===== src/rtl/mem_stream_seq.sv =====
// Streams up to NCH per-channel memories onto one bus, one entry per clock, skipping empty channels.
// Latency: rd_en at cycle N -> out_valid at N+RD_LAT+1; event length 2+sum(count)+RD_LAT+1 cycles.
// Backpressure: none; the stream is gap-free and the sink must accept every cycle.
module mem_stream_seq #(
    parameter int NCH    = 24,
    parameter int DW     = 12,
    parameter int AW     = 6,
    parameter int RD_LAT = 2,
    parameter int CW     = 5
) (
    input  logic                    clk,
    input  logic                    reset_n,
    input  logic                    start,
    input  logic [NCH*(AW+1)-1:0]   nent_flat,
    input  logic [NCH*DW-1:0]       mem_dat_flat,
    output logic                    rd_en,
    output logic [AW-1:0]           rd_addr,
    output logic [DW-1:0]           out_dat,
    output logic                    out_valid,
    output logic [CW-1:0]           out_ch,
    output logic                    out_last,
    output logic                    busy,
    output logic                    done,
    output logic                    overlap_err
);

    localparam logic [AW:0] MAXCNT = {1'b1, {AW{1'b0}}};
    localparam int          DCW    = $clog2(RD_LAT + 2);

    typedef enum logic [2:0] {S_IDLE, S_SCAN, S_READ, S_DRAIN, S_DONE} state_t;

    state_t             state, state_n;
    logic [AW:0]        cnt [NCH];
    logic [AW:0]        cnt_in [NCH];
    logic [NCH-1:0]     pending, pending_n, pending_in, cur_bit, search;
    logic [CW-1:0]      cur_ch, cur_ch_n, next_ch;
    logic               found;
    logic [AW-1:0]      addr, addr_n;
    logic [AW:0]        cur_cnt_m1;
    logic               at_end;
    logic [DCW-1:0]     drain_cnt, drain_cnt_n;
    logic               last_rd;

    logic               tag_vld  [RD_LAT];
    logic [CW-1:0]      tag_ch   [RD_LAT];
    logic               tag_last [RD_LAT];
    logic [CW-1:0]      sel_ch;

    assign rd_en   = (state == S_READ);
    assign rd_addr = addr;
    assign busy    = (state != S_IDLE);
    assign done    = (state == S_DONE);
    assign sel_ch  = tag_ch[RD_LAT-1];

    // Counts above 2^AW are clamped so the address never wraps.
    always_comb begin
        for (int i = 0; i < NCH; i++) begin
            cnt_in[i]     = (nent_flat[i*(AW+1) +: AW+1] > MAXCNT) ? MAXCNT
                                                                  : nent_flat[i*(AW+1) +: AW+1];
            pending_in[i] = |nent_flat[i*(AW+1) +: AW+1];
            cur_bit[i]    = (cur_ch == CW'(i));
        end
    end

    // In READ the current channel is excluded so the successor is known before its final read.
    always_comb begin
        search  = (state == S_READ) ? (pending & ~cur_bit) : pending;
        found   = 1'b0;
        next_ch = '0;
        for (int i = NCH - 1; i >= 0; i--) begin
            if (search[i]) begin
                found   = 1'b1;
                next_ch = CW'(i);
            end
        end
    end

    assign cur_cnt_m1 = cnt[cur_ch] - (AW+1)'(1);
    assign at_end     = (addr == cur_cnt_m1[AW-1:0]);

    always_comb begin
        state_n     = state;
        pending_n   = pending;
        cur_ch_n    = cur_ch;
        addr_n      = addr;
        drain_cnt_n = drain_cnt;
        last_rd     = 1'b0;
        case (state)
            S_IDLE: begin
                if (start) begin
                    pending_n = pending_in;
                    state_n   = S_SCAN;
                end
            end
            S_SCAN: begin
                if (found) begin
                    cur_ch_n = next_ch;
                    addr_n   = '0;
                    state_n  = S_READ;
                end else begin
                    state_n = S_DONE;
                end
            end
            S_READ: begin
                if (at_end) begin
                    pending_n = pending & ~cur_bit;
                    if (found) begin
                        cur_ch_n = next_ch;
                        addr_n   = '0;
                    end else begin
                        last_rd     = 1'b1;
                        drain_cnt_n = '0;
                        state_n     = S_DRAIN;
                    end
                end else begin
                    addr_n = addr + AW'(1);
                end
            end
            S_DRAIN: begin
                if (drain_cnt == DCW'(RD_LAT)) state_n = S_DONE;
                else                           drain_cnt_n = drain_cnt + DCW'(1);
            end
            S_DONE:  state_n = S_IDLE;
            default: state_n = S_IDLE;
        endcase
    end

    always_ff @(posedge clk) begin
        if (!reset_n) begin
            state       <= S_IDLE;
            pending     <= '0;
            cur_ch      <= '0;
            addr        <= '0;
            drain_cnt   <= '0;
            overlap_err <= 1'b0;
            out_valid   <= 1'b0;
            out_dat     <= '0;
            out_ch      <= '0;
            out_last    <= 1'b0;
            for (int i = 0; i < NCH; i++) cnt[i] <= '0;
            for (int k = 0; k < RD_LAT; k++) begin
                tag_vld[k]  <= 1'b0;
                tag_ch[k]   <= '0;
                tag_last[k] <= 1'b0;
            end
        end else begin
            state       <= state_n;
            pending     <= pending_n;
            cur_ch      <= cur_ch_n;
            addr        <= addr_n;
            drain_cnt   <= drain_cnt_n;
            overlap_err <= start && (state != S_IDLE);
            if (state == S_IDLE && start) begin
                for (int i = 0; i < NCH; i++) cnt[i] <= cnt_in[i];
            end

            tag_vld[0]  <= rd_en;
            tag_ch[0]   <= cur_ch;
            tag_last[0] <= last_rd;
            for (int k = 1; k < RD_LAT; k++) begin
                tag_vld[k]  <= tag_vld[k-1];
                tag_ch[k]   <= tag_ch[k-1];
                tag_last[k] <= tag_last[k-1];
            end

            // Tag reaches the end of the line in the cycle memory data is valid.
            out_valid <= tag_vld[RD_LAT-1];
            out_last  <= tag_vld[RD_LAT-1] && tag_last[RD_LAT-1];
            if (tag_vld[RD_LAT-1]) begin
                out_ch <= sel_ch;
                if (int'(sel_ch) < NCH) out_dat <= mem_dat_flat[sel_ch*DW +: DW];
            end
        end
    end

endmodule


===== config.mk =====
export PLATFORM = sky130hd
export DESIGN_NAME = mem_stream_seq
export DESIGN_NICKNAME = d
export VERILOG_FILES = /design/src/rtl/mem_stream_seq.sv
export SDC_FILE = /design/constraint.sdc
export NUM_CORES = 1
export LEC_CHECK = 0
export CAP_MARGIN = 0
export CORE_MARGIN = 3
export CORE_UTILIZATION = 37
export CTS_CLUSTER_DIAMETER = 60
export DETAILED_ROUTE_END_ITERATION = 8
export PLACE_DENSITY = 0.69
export SETUP_SLACK_MARGIN = 0.15
export SYNTH_ARGS = -nofsm -noshare
export SYNTH_HDL_FRONTEND = slang
export SYNTH_SLANG_ARGS = --single-unit

===== constraint.sdc =====
create_clock -name clk -period 14.2 [get_ports clk]
set_clock_uncertainty 0.05 [all_clocks]
set_input_delay 2.84 -clock clk [delete_from_list [all_inputs] [get_ports clk]]
set_output_delay 2.84 -clock clk [all_outputs]
set_load 0.005 [all_outputs]

* Word level (Yosys, flattened, before mapping)
Memory sizes are Yosys's and may differ from the RTL's. A register that Yosys moved wholly into a read port is not among the register bits. Index checks and enable logic that the tools add are counted.
Operators by class: $add $sub $neg 3, bitwise logic cells 32, magnitude comparators 25, multiplexer cells 132, equal/unequal tests 34, multiply operators 1, reduce and logical (&&, ||, !) cells 38, shifts and indexed selects 1
Operators with widths (number):
- 7-bit 2-to-1 mux | 48
- 288-bit by 10-bit variable part select with 12-bit output | 1
- 7-bit greater-than comparator (second input constant) | 24
- 7-bit OR reduction | 24
- 5-bit 2-to-1 mux | 30
- 24-bit 2-to-1 mux | 3
- 24-bit case mux with 2 select lines | 1
- 5-bit by 4-bit == test with 1-bit output (second input constant) | 8
- 5-bit == test (second input constant) | 8
- 1-bit 2-to-1 mux | 36
- 1-bit bitwise OR | 30
- 24-bit bitwise AND | 1
- 24-bit NOT | 1
- 5-bit by 3-bit == test with 1-bit output (second input constant) | 4
- 3-bit 2-to-1 mux | 5
- 6-bit 2-to-1 mux | 2
- 3-bit case mux with 4 select lines | 1
- 6-bit case mux with 2 select lines | 1
- 5-bit by 2-bit == test with 1-bit output (second input constant) | 2
- 5-bit case mux with 2 select lines | 1
- 2-bit inequality test (second input constant) | 4
- 4-bit AND reduction | 2
- 5-bit by 2-bit multiplier with 7-bit output (second input constant) | 1
- 6-bit by 1-bit adder with 6-bit output (second input constant) | 1
- 19 further kinds | 27
Storage, ports and cells: bits in writable memories 182, memories 4, word-level logic and storage cells 280, flip-flop bits (word level) 60, input port bits 459
Memory list:
- cnt | depth 24, bits a word 7, read ports 1, clocked after memory_dff 1, write ports 24, RTL line 33 | logic [AW:0] cnt [NCH];
- tag_ch | depth 2, bits a word 5, read ports 2, clocked after memory_dff 0, write ports 2, RTL line 45 | logic [CW-1:0] tag_ch [RD_LAT];
- tag_last | depth 2, bits a word 1, read ports 2, clocked after memory_dff 0, write ports 2, RTL line 46 | logic tag_last [RD_LAT];
- tag_vld | depth 2, bits a word 1, read ports 2, clocked after memory_dff 0, write ports 2, RTL line 44 | logic tag_vld [RD_LAT];

* Logic depth before layout (Yosys ltp)
Gate-level depths: netlist of run 1.
depth after elaboration 33, depth in mapped cells 19, depth with buffers taken out 13

* Worst setup path after synthesis of run 1
No wires, ideal clock.
path kind input -> register, start point input start, end point memory cnt[0][0] (netlist bit) (enable), arrival time 7.159 ns, required time 13.622 ns, library setup time 0.528 ns, stages 5, slack 6.462 ns, cell sequence and2_1 -> clkbuf_1 -> clkbuf_1 -> clkbuf_1 -> nand2b_1
RTL lines:
- start, declared | RTL line 13 | input logic start,
- end, declared | RTL line 33

==> impl_metrics.sql, run 1 <==
INSERT INTO impl_metrics (metric_group, metric, value, unit) VALUES
('run_status', 'run_status', 'finished clean', ''),
('clocking', 'later_pin_clock_latency_in_the_skew_report', '0.51', 'ns'),
('hold_path', 'worst_hold_path_type', 'register to register', ''),
('routing', 'routedWlPerCell', '25.6', 'um'),
('power_and_ir_drop', 'design_power_total', '1.87', 'mW'),
('timing', 'slew_headroom', '26.2', '%'),
('timing', 'hold_viol', '0', ''),
('global_route', 'grt-ovfl-total', '0', ''),
('timing', 'setup_ws', '8.49', 'ns'),
('routing', 'postRouteAntennaNets', '0', ''),
('routing', 'drc', '0', ''),
('clocking', 'numCtsBuffers', '23', ''),
('placement', 'placed_cell_area', '18300', 'um2'),
('clocking', 'post_cts_resize_count', '0', ''),
('yosys', 'synth.net_count', '1564', ''),
('global_route', 'grt_start_max_net_pins', '75', ''),
('timing', 'timing.final.crit_share', '40.2', '%'),
('routing', 'detail_route.wirelength', '51800', 'um'),
('clocking', 'clk_pin_slew', '0.06', 'ns'),
('layout', 'finish.cell_count_without_fillers', '2029', ''),
('power_and_ir_drop', 'p_leak', '6.58', 'nW'),
('power_and_ir_drop', 'net-switching-power', '0.509', 'mW'),
('yosys', 'post_synth.cell_area_avg', '11.9', 'um2'),
('placement', 'placedCellCount', '1981', ''),
('yosys', 'postSynthRegisterBits', '223', ''),
('yosys', 'synth_sequential_area_ratio', '45.0', '%'),
('yosys', 'post_synth_edffs', '144', ''),
('worst_setup_path', 'worst_ep_arrival_time', '5.77', 'ns'),
('placement', 'place.gp.congestion', '0.967', ''),
('clocking', 'htreeDepth', '1', ''),
('yosys', 'largest_family_of_logic_cells_by_synthesized_area', 'multiplexers', ''),
('timing', 'max_slew.worst_pin.slew', '1.10', 'ns'),
('timing', 'tns', '0', 'ns'),
('routing', 'vias_per_cell', '5.60', ''),
('worst_setup_path', 'crit_path_frequent_cell', 'buf_4', ''),
('yosys', 'synth_simple_gate_area_share', '17.9', '%'),
('power_and_ir_drop', 'ir_drop', '89.8', 'uV'),
('placement', 'detailedPlacementHpwl', '42000', 'um'),
('die', 'fp-row-count', '68', ''),
('clocking', 'tritoncts_clock_tree', 'done', ''),
('yosys', 'async_flop_share', '0', '%'),
('die', 'floorplan.initialDensity', '37.7', '%'),
('yosys', 'synth_compound_area_share', '10.1', '%'),
('yosys', 'syn-instance-count', '1102', ''),
('worst_setup_path', 'crit_chain', 'clkdlybuf4s50_1 -> and2_1 -> buf_4 -> nand2b_4 -> buf_4', ''),
('layout', 'drive_above_1_share', '13.6', '%'),
('power_and_ir_drop', 'internal-power', '1.36', 'mW'),
('timing', 'maxSlewViolCount', '0', ''),
('clocking', 'ctsRootBufferMaster', 'clkbuf_16', ''),
('timing', 'final-setup-viol-count', '0', ''),
('power_and_ir_drop', 'power_density', '98.0', 'nW/um2'),
('yosys', 'leading_register_cell_type_out_of_synthesis', 'edfxtp_1', ''),
('timing', 'rsz0062_at_grt', 'no', ''),
('global_route', 'combined_global_route_utilization_of_all_metal_layers', '26.5', '%'),
('global_route', 'antenna_violations_before_repair', '11', ''),
('yosys', 'netlist-cell-type-count', '66', ''),
('die', 'design.core.area', '34800', 'um2'),
('placement', 'port_buffers', '487', ''),
('clocking', 'cts-root-to-sink-buffers', '3', ''),
('global_route', 'grt_first_pass_wirelength', '75500', 'um'),
('yosys', 'synthesis.yosys.warnings', '0', ''),
('worst_setup_path', 'crit_path_max_incr_delay', '0.88', 'ns'),
('yosys', 'mapped_area', '13100', 'um2'),
('worst_setup_path', 'worstSetupStartpointType', 'input port', ''),
('power_and_ir_drop', 'register_share_of_total_power', '42.3', '%'),
('job', 'cap_violations', '0', ''),
('worst_setup_path', 'cp-end-kind', 'register', ''),
('power_and_ir_drop', 'comb_power_share', '26.0', '%'),
('power_and_ir_drop', 'switch_share', '27.2', '%'),
('global_route', 'vias_in_the_first_global_route', '11800', ''),
('routing', 'detail_route.first_pass.iterations', '5', '');
==> cells by family after synthesis <==
kind of cell | count (synthesis)
fa+ha+maj | 3
buf+inv | 92
mux | 169
flops | 223
xor+xnor | 8
compound gates | 177
simple gates | 430
==> metal layers <==
metal / global-route usage (%) / part of all wire (%)
met3: 6.12 / 8.3
met5: 0 / 0.014
met4: 7.61 / 2.8
met2: 47.0 / 51
met1: 32.5 / 38
==> cells in the final DEF, fill, tap and decap left out, types with 13 or more instances in the layout <==
master / count
nor2_1: 74
mux2i_1: 40
and2_1: 159
nor3_1: 33
mux2_2: 24
a211oi_1: 18
dfxtp_1: 75
nand2_1: 51
edfxtp_1: 144
a22oi_1: 20
nor4_1: 27
inv_1: 19
a211oi_2: 20
a21oi_1: 34
nand2b_1: 13
nand3_1: 32
clkbuf_16: 27
mux4_2: 104
clkdlybuf4s50_1: 487
o31ai_1: 34
==> path summary, 6_finish.rpt <==
kind / from / to / slack [ns] / cells past startpoint
setup / recovery: start / cnt[11][3] / 8.49 / 5
hold / removal: tag_vld[0][0] / tag_vld[0][1] / 0.39 / 1
hold reg to reg: tag_vld[0][0] / tag_vld[0][1] / 0.39 / 1
setup reg to reg: register / pending[3] / 9.25 / 14
==> area by class of cell <==
cell class	count	area, um2
diodes	7	17.5
clock buffers	32	706
flip-flops and latches	223	5920
well taps	455	569
repair buffers	498	4960
clock inverters	9	47.5
fillers	2950	15700
multi-input cells	787	6830
inverters	18	67.6
==> sequential cells by signal, indices dropped and copies added (netlist names), named ones only <==
signal / cells
cnt: 144
cur_ch: 5
drain_cnt: 2
out_ch: 5
out_dat: 12
out_last: 1
out_valid: 1
overlap_err: 1
pending: 24
rd_addr: 6
state: 3
tag_ch: 10
tag_last: 2
tag_vld: 2
==> Yosys cell counts (2+ instances only) <==
cell / number / share of area (%)
a21oi_1: 34 / 1.3
buf_1: 13 / 0.37
nand4_1: 5 / 0.24
a22oi_1: 20 / 1.1
a221oi_1: 2 / 0.13
buf_2: 9 / 0.34
or3_1: 3 / 0.14
and3_1: 4 / 0.19
a31oi_1: 3 / 0.14
or2_2: 2 / 0.095
ha_1: 3 / 0.29
dfxtp_1: 79 / 12
nand2_1: 51 / 1.5
a211oi_2: 20 / 1.9
nand3_1: 32 / 1.2
nor3_2: 2 / 0.15
a21boi_0: 3 / 0.17
a211oi_1: 18 / 1.0
xor2_1: 5 / 0.33
nand2b_1: 14 / 0.67
mux4_2: 104 / 18
o21ai_1: 2 / 0.076
nor3b_1: 6 / 0.34
edfxtp_1: 144 / 33
o31ai_1: 34 / 1.9
inv_1: 18 / 0.51
mux2_2: 24 / 2.1
nor2b_1: 4 / 0.19
o31a_1: 2 / 0.13
buf_6: 5 / 0.43
buf_4: 4 / 0.23
nor3_1: 33 / 1.3
o21ai_0: 11 / 0.42
o211ai_1: 5 / 0.29
mux2i_1: 40 / 3.0
nand3b_1: 4 / 0.23
o2bb2ai_1: 4 / 0.27
nor4_1: 27 / 1.3
or3b_2: 4 / 0.27
nor2_1: 74 / 2.1
clkbuf_1: 43 / 1.2
xnor2_1: 3 / 0.20
o22ai_1: 4 / 0.19
and2_1: 159 / 7.6
==> power groups by stage <==
stage | combinational (mW) | clock (mW) | sequential [mW]
2_1_floorplan | 0.277 | 0 | 0.787
3_3_place_gp | 0.479 | 0 | 0.805
6_report | 0.487 | 0.593 | 0.793
4_1_cts | 0.488 | 0.600 | 0.793
3_5_place_dp | 0.485 | 0 | 0.806
5_1_grt | 0.522 | 0.627 | 0.799
==> critical path, delay by kind of cell <==
kind | cells | cell delay, ns
buf+inv | 3 | 1.83
simple gates | 2 | 1.02
No activity file was read; power rests on OpenSTA's default activity.
==> run 2: changes to the inputs <==
clock period = 5.4 ns   (was 14.2 ns; I/O delays follow)
==> impl_metrics.sql, run 2 (synthesis results as in run 1) <==
INSERT INTO impl_metrics (metric_group, metric, value, unit) VALUES
('global_route', 'grt-ovfl-total', '0', ''),
('global_route', 'grt_first_pass_wirelength', '76900', 'um'),
('routing', 'detail_route.wirelength', '53000', 'um'),
('layout', 'utilization_of_the_core_after_routing', '55.0', '%'),
('routing', 'm1WireLength', '21000', 'um'),
('run_status', 'run_status', 'finished clean', ''),
('routing', 'drc', '0', ''),
('routing', 'vias_per_cell', '5.66', ''),
('die', 'io-pin-count', '488', ''),
('global_route', 'grt_start_max_net_pins', '54', ''),
('layout', 'multiInputGateArea', '6830', 'um2'),
('global_route', 'vias_in_the_first_global_route', '11900', ''),
('timing', 'tns', '0', 'ns'),
('layout', 'layout.cells.most_common', 'clkdlybuf4s50_1', ''),
('hold_path', 'holdCritStartpoint', 'tag_vld[0][0]', ''),
('timing', 'slew_headroom', '30.3', '%'),
('placement', 'port_buffers', '487', ''),
('timing', 'timing.final.crit_share', '78.7', '%'),
('timing', 'maxSlewViolCount', '0', ''),
('clocking', 'later_pin_clock_latency_in_the_skew_report', '0.52', 'ns'),
('layout', 'layout_common_cells', '487 x clkdlybuf4s50_1, 159 x and2_1, 144 x edfxtp_1, 104 x mux4_2, 75 x dfxtp_1', ''),
('timing', 'fin_hold_ws', '0.383', 'ns'),
('layout', 'largest_register_ffs', '144', ''),
('clocking', 'numCtsBuffers', '24', ''),
('power_and_ir_drop', 'p_leak', '6.59', 'nW'),
('power_and_ir_drop', 'ir_drop', '297', 'uV'),
('placement', 'place.gp.congestion', '1.08', ''),
('worst_setup_path', 'crit_fanout', '26', ''),
('worst_setup_path', 'worst-setup-path-type', 'register to register', ''),
('timing', 'final-setup-viol-count', '0', ''),
('routing', 'detail_route.first_pass.iterations', '5', ''),
('global_route', 'combined_global_route_utilization_of_all_metal_layers', '27.0', '%'),
('layout', 'ff_latch_area', '5920', 'um2'),
('timing', 'rsz0062_at_grt', 'no', ''),
('worst_setup_path', 'worst_ep_arrival_time', '4.57', 'ns'),
('worst_setup_path', 'cp-end-kind', 'register', ''),
('timing', 'setup_ws', '1.15', 'ns'),
('layout', 'nets', '2018', ''),
('clocking', 'cts_hold_buf', '0', ''),
('hold_path', 'worst_hold_path_type', 'register to register', ''),
('placement', 'detailedPlacementHpwl', '43300', 'um'),
('clocking', 'tritoncts_clock_tree', 'done', ''),
('clocking', 'post_cts_resize_count', '0', ''),
('routing', 'dr.max_layer_used', 'met5', ''),
('die', 'design.core.area', '34800', 'um2'),
('routing', 'detailroute.wirelength.met3', '3940', 'um'),
('global_route', 'antenna_violations_before_repair', '8', ''),
('layout', 'area_growth_from_synthesis_to_final_layout', '45.8', '%'),
('worst_setup_path', 'r2r_slack', '1.15', 'ns'),
('placement', 'pre_cts_ws', '1.18', 'ns'),
('timing', 'min_period', '4.25', 'ns'),
('clocking', 'cts.sinks', '223', ''),
('routing', 'initialDrtViolationCount', '1227', ''),
('routing', 'wl_met2', '26400', 'um'),
('die', 'die-height', '194', 'um'),
('die', 'fp-row-count', '68', ''),
('layout', 'largest_registers', 'cnt: 144 flops, pending: 24 flops, out_dat: 12 flops', ''),
('clocking', 'ctsRootBufferMaster', 'clkbuf_16', ''),
('clocking', 'cts_setup_buffers', '0', ''),
('clocking', 'htreeDepth', '1', ''),
('die', 'die-width', '194', 'um'),
('layout', 'drive_above_1_share', '13.9', '%'),
('worst_setup_path', 'worstPathRequired', '5.72', 'ns'),
('die', 'die-area', '37800', 'um2'),
('die', 'floorplan.initialDensity', '37.7', '%'),
('power_and_ir_drop', 'power_density', '255', 'nW/um2'),
('timing', 'max_slew.worst_pin.slew', '1.04', 'ns'),
('routing', 'routedWlPerCell', '26.1', 'um'),
('layout', 'layout.filler_cells', '2925', ''),
('job', 'cap_violations', '0', ''),
('power_and_ir_drop', 'design_power_total', '4.89', 'mW'),
('routing', 'postRouteAntennaNets', '0', ''),
('layout', 'registers.top_by_ff_count', 'cnt', ''),
('routing', 'number_of_vias_after_detailed_routing', '11500', ''),
('clocking', 'cts-root-to-sink-buffers', '3', ''),
('timing', 'max_freq', '0.235', 'GHz'),
('timing', 'hold_viol', '0', ''),
('worst_setup_path', 'worstSetupStartpointType', 'register', ''),
('clocking', 'clk_pin_slew', '0.06', 'ns');
## run 2: cell count changes in the layout (fill, tap and decap cells not counted), sizes merged
cell,change
clkbuf,-4
clkinvlp,+1
buf,+4
clkinv,+8
diode,-2
inv,-2
## run 2: area by class of cell
cell class	count	area share, %
well taps	455	2.97
multi-input cells	787	35.7
flip-flops and latches	223	30.9
inverters	18	0.353
diodes	5	0.0654
repair buffers	502	26.2
clock inverters	16	0.484
clock buffers	28	3.38
## run 2: critical path: stages (launching register included)
cell and delay, ns:
dfxtp_2 0.83, buf_4 0.30, mux4_2 0.50, mux2_2 0.27, nand2_1 0.14, o211ai_1 0.22, nor4_1 0.30, nor4bb_1 0.52
nor3_4 0.12, nor3_2 0.21, or2_1 0.13, buf_4 0.35, a211oi_2 0.13
## run 2: path summary, 6_finish.rpt
check,end,depth (start not counted)
max,pending[19],12
min,tag_vld[0][1],1
max reg2reg,pending[19],12
min reg2reg,tag_vld[0][1],1
## run 2: per-layer routing
metal	up-vias	global-route usage (%)
met2	583	47.7
met4	4	6.89
met3	70	4.68
met5	-	0
li1	5186	-
met1	5675	34.5
## run 2: stage by stage
| stage | cells | area (um2) |
|---|---|---|
| after floorplan | 1102 | 13100 |
| after global placement | 1985 | 18400 |
| after detailed placement | 1985 | 18400 |
| after CTS | 2029 | 19100 |
| after global routing | 2034 | 19100 |
| final | 2034 | 19100 |
## run 2: where the power goes
group          internal (mW)  switching, mW
clock network          0.861          0.668
logic                  0.692          0.544
registers               1.99          0.137
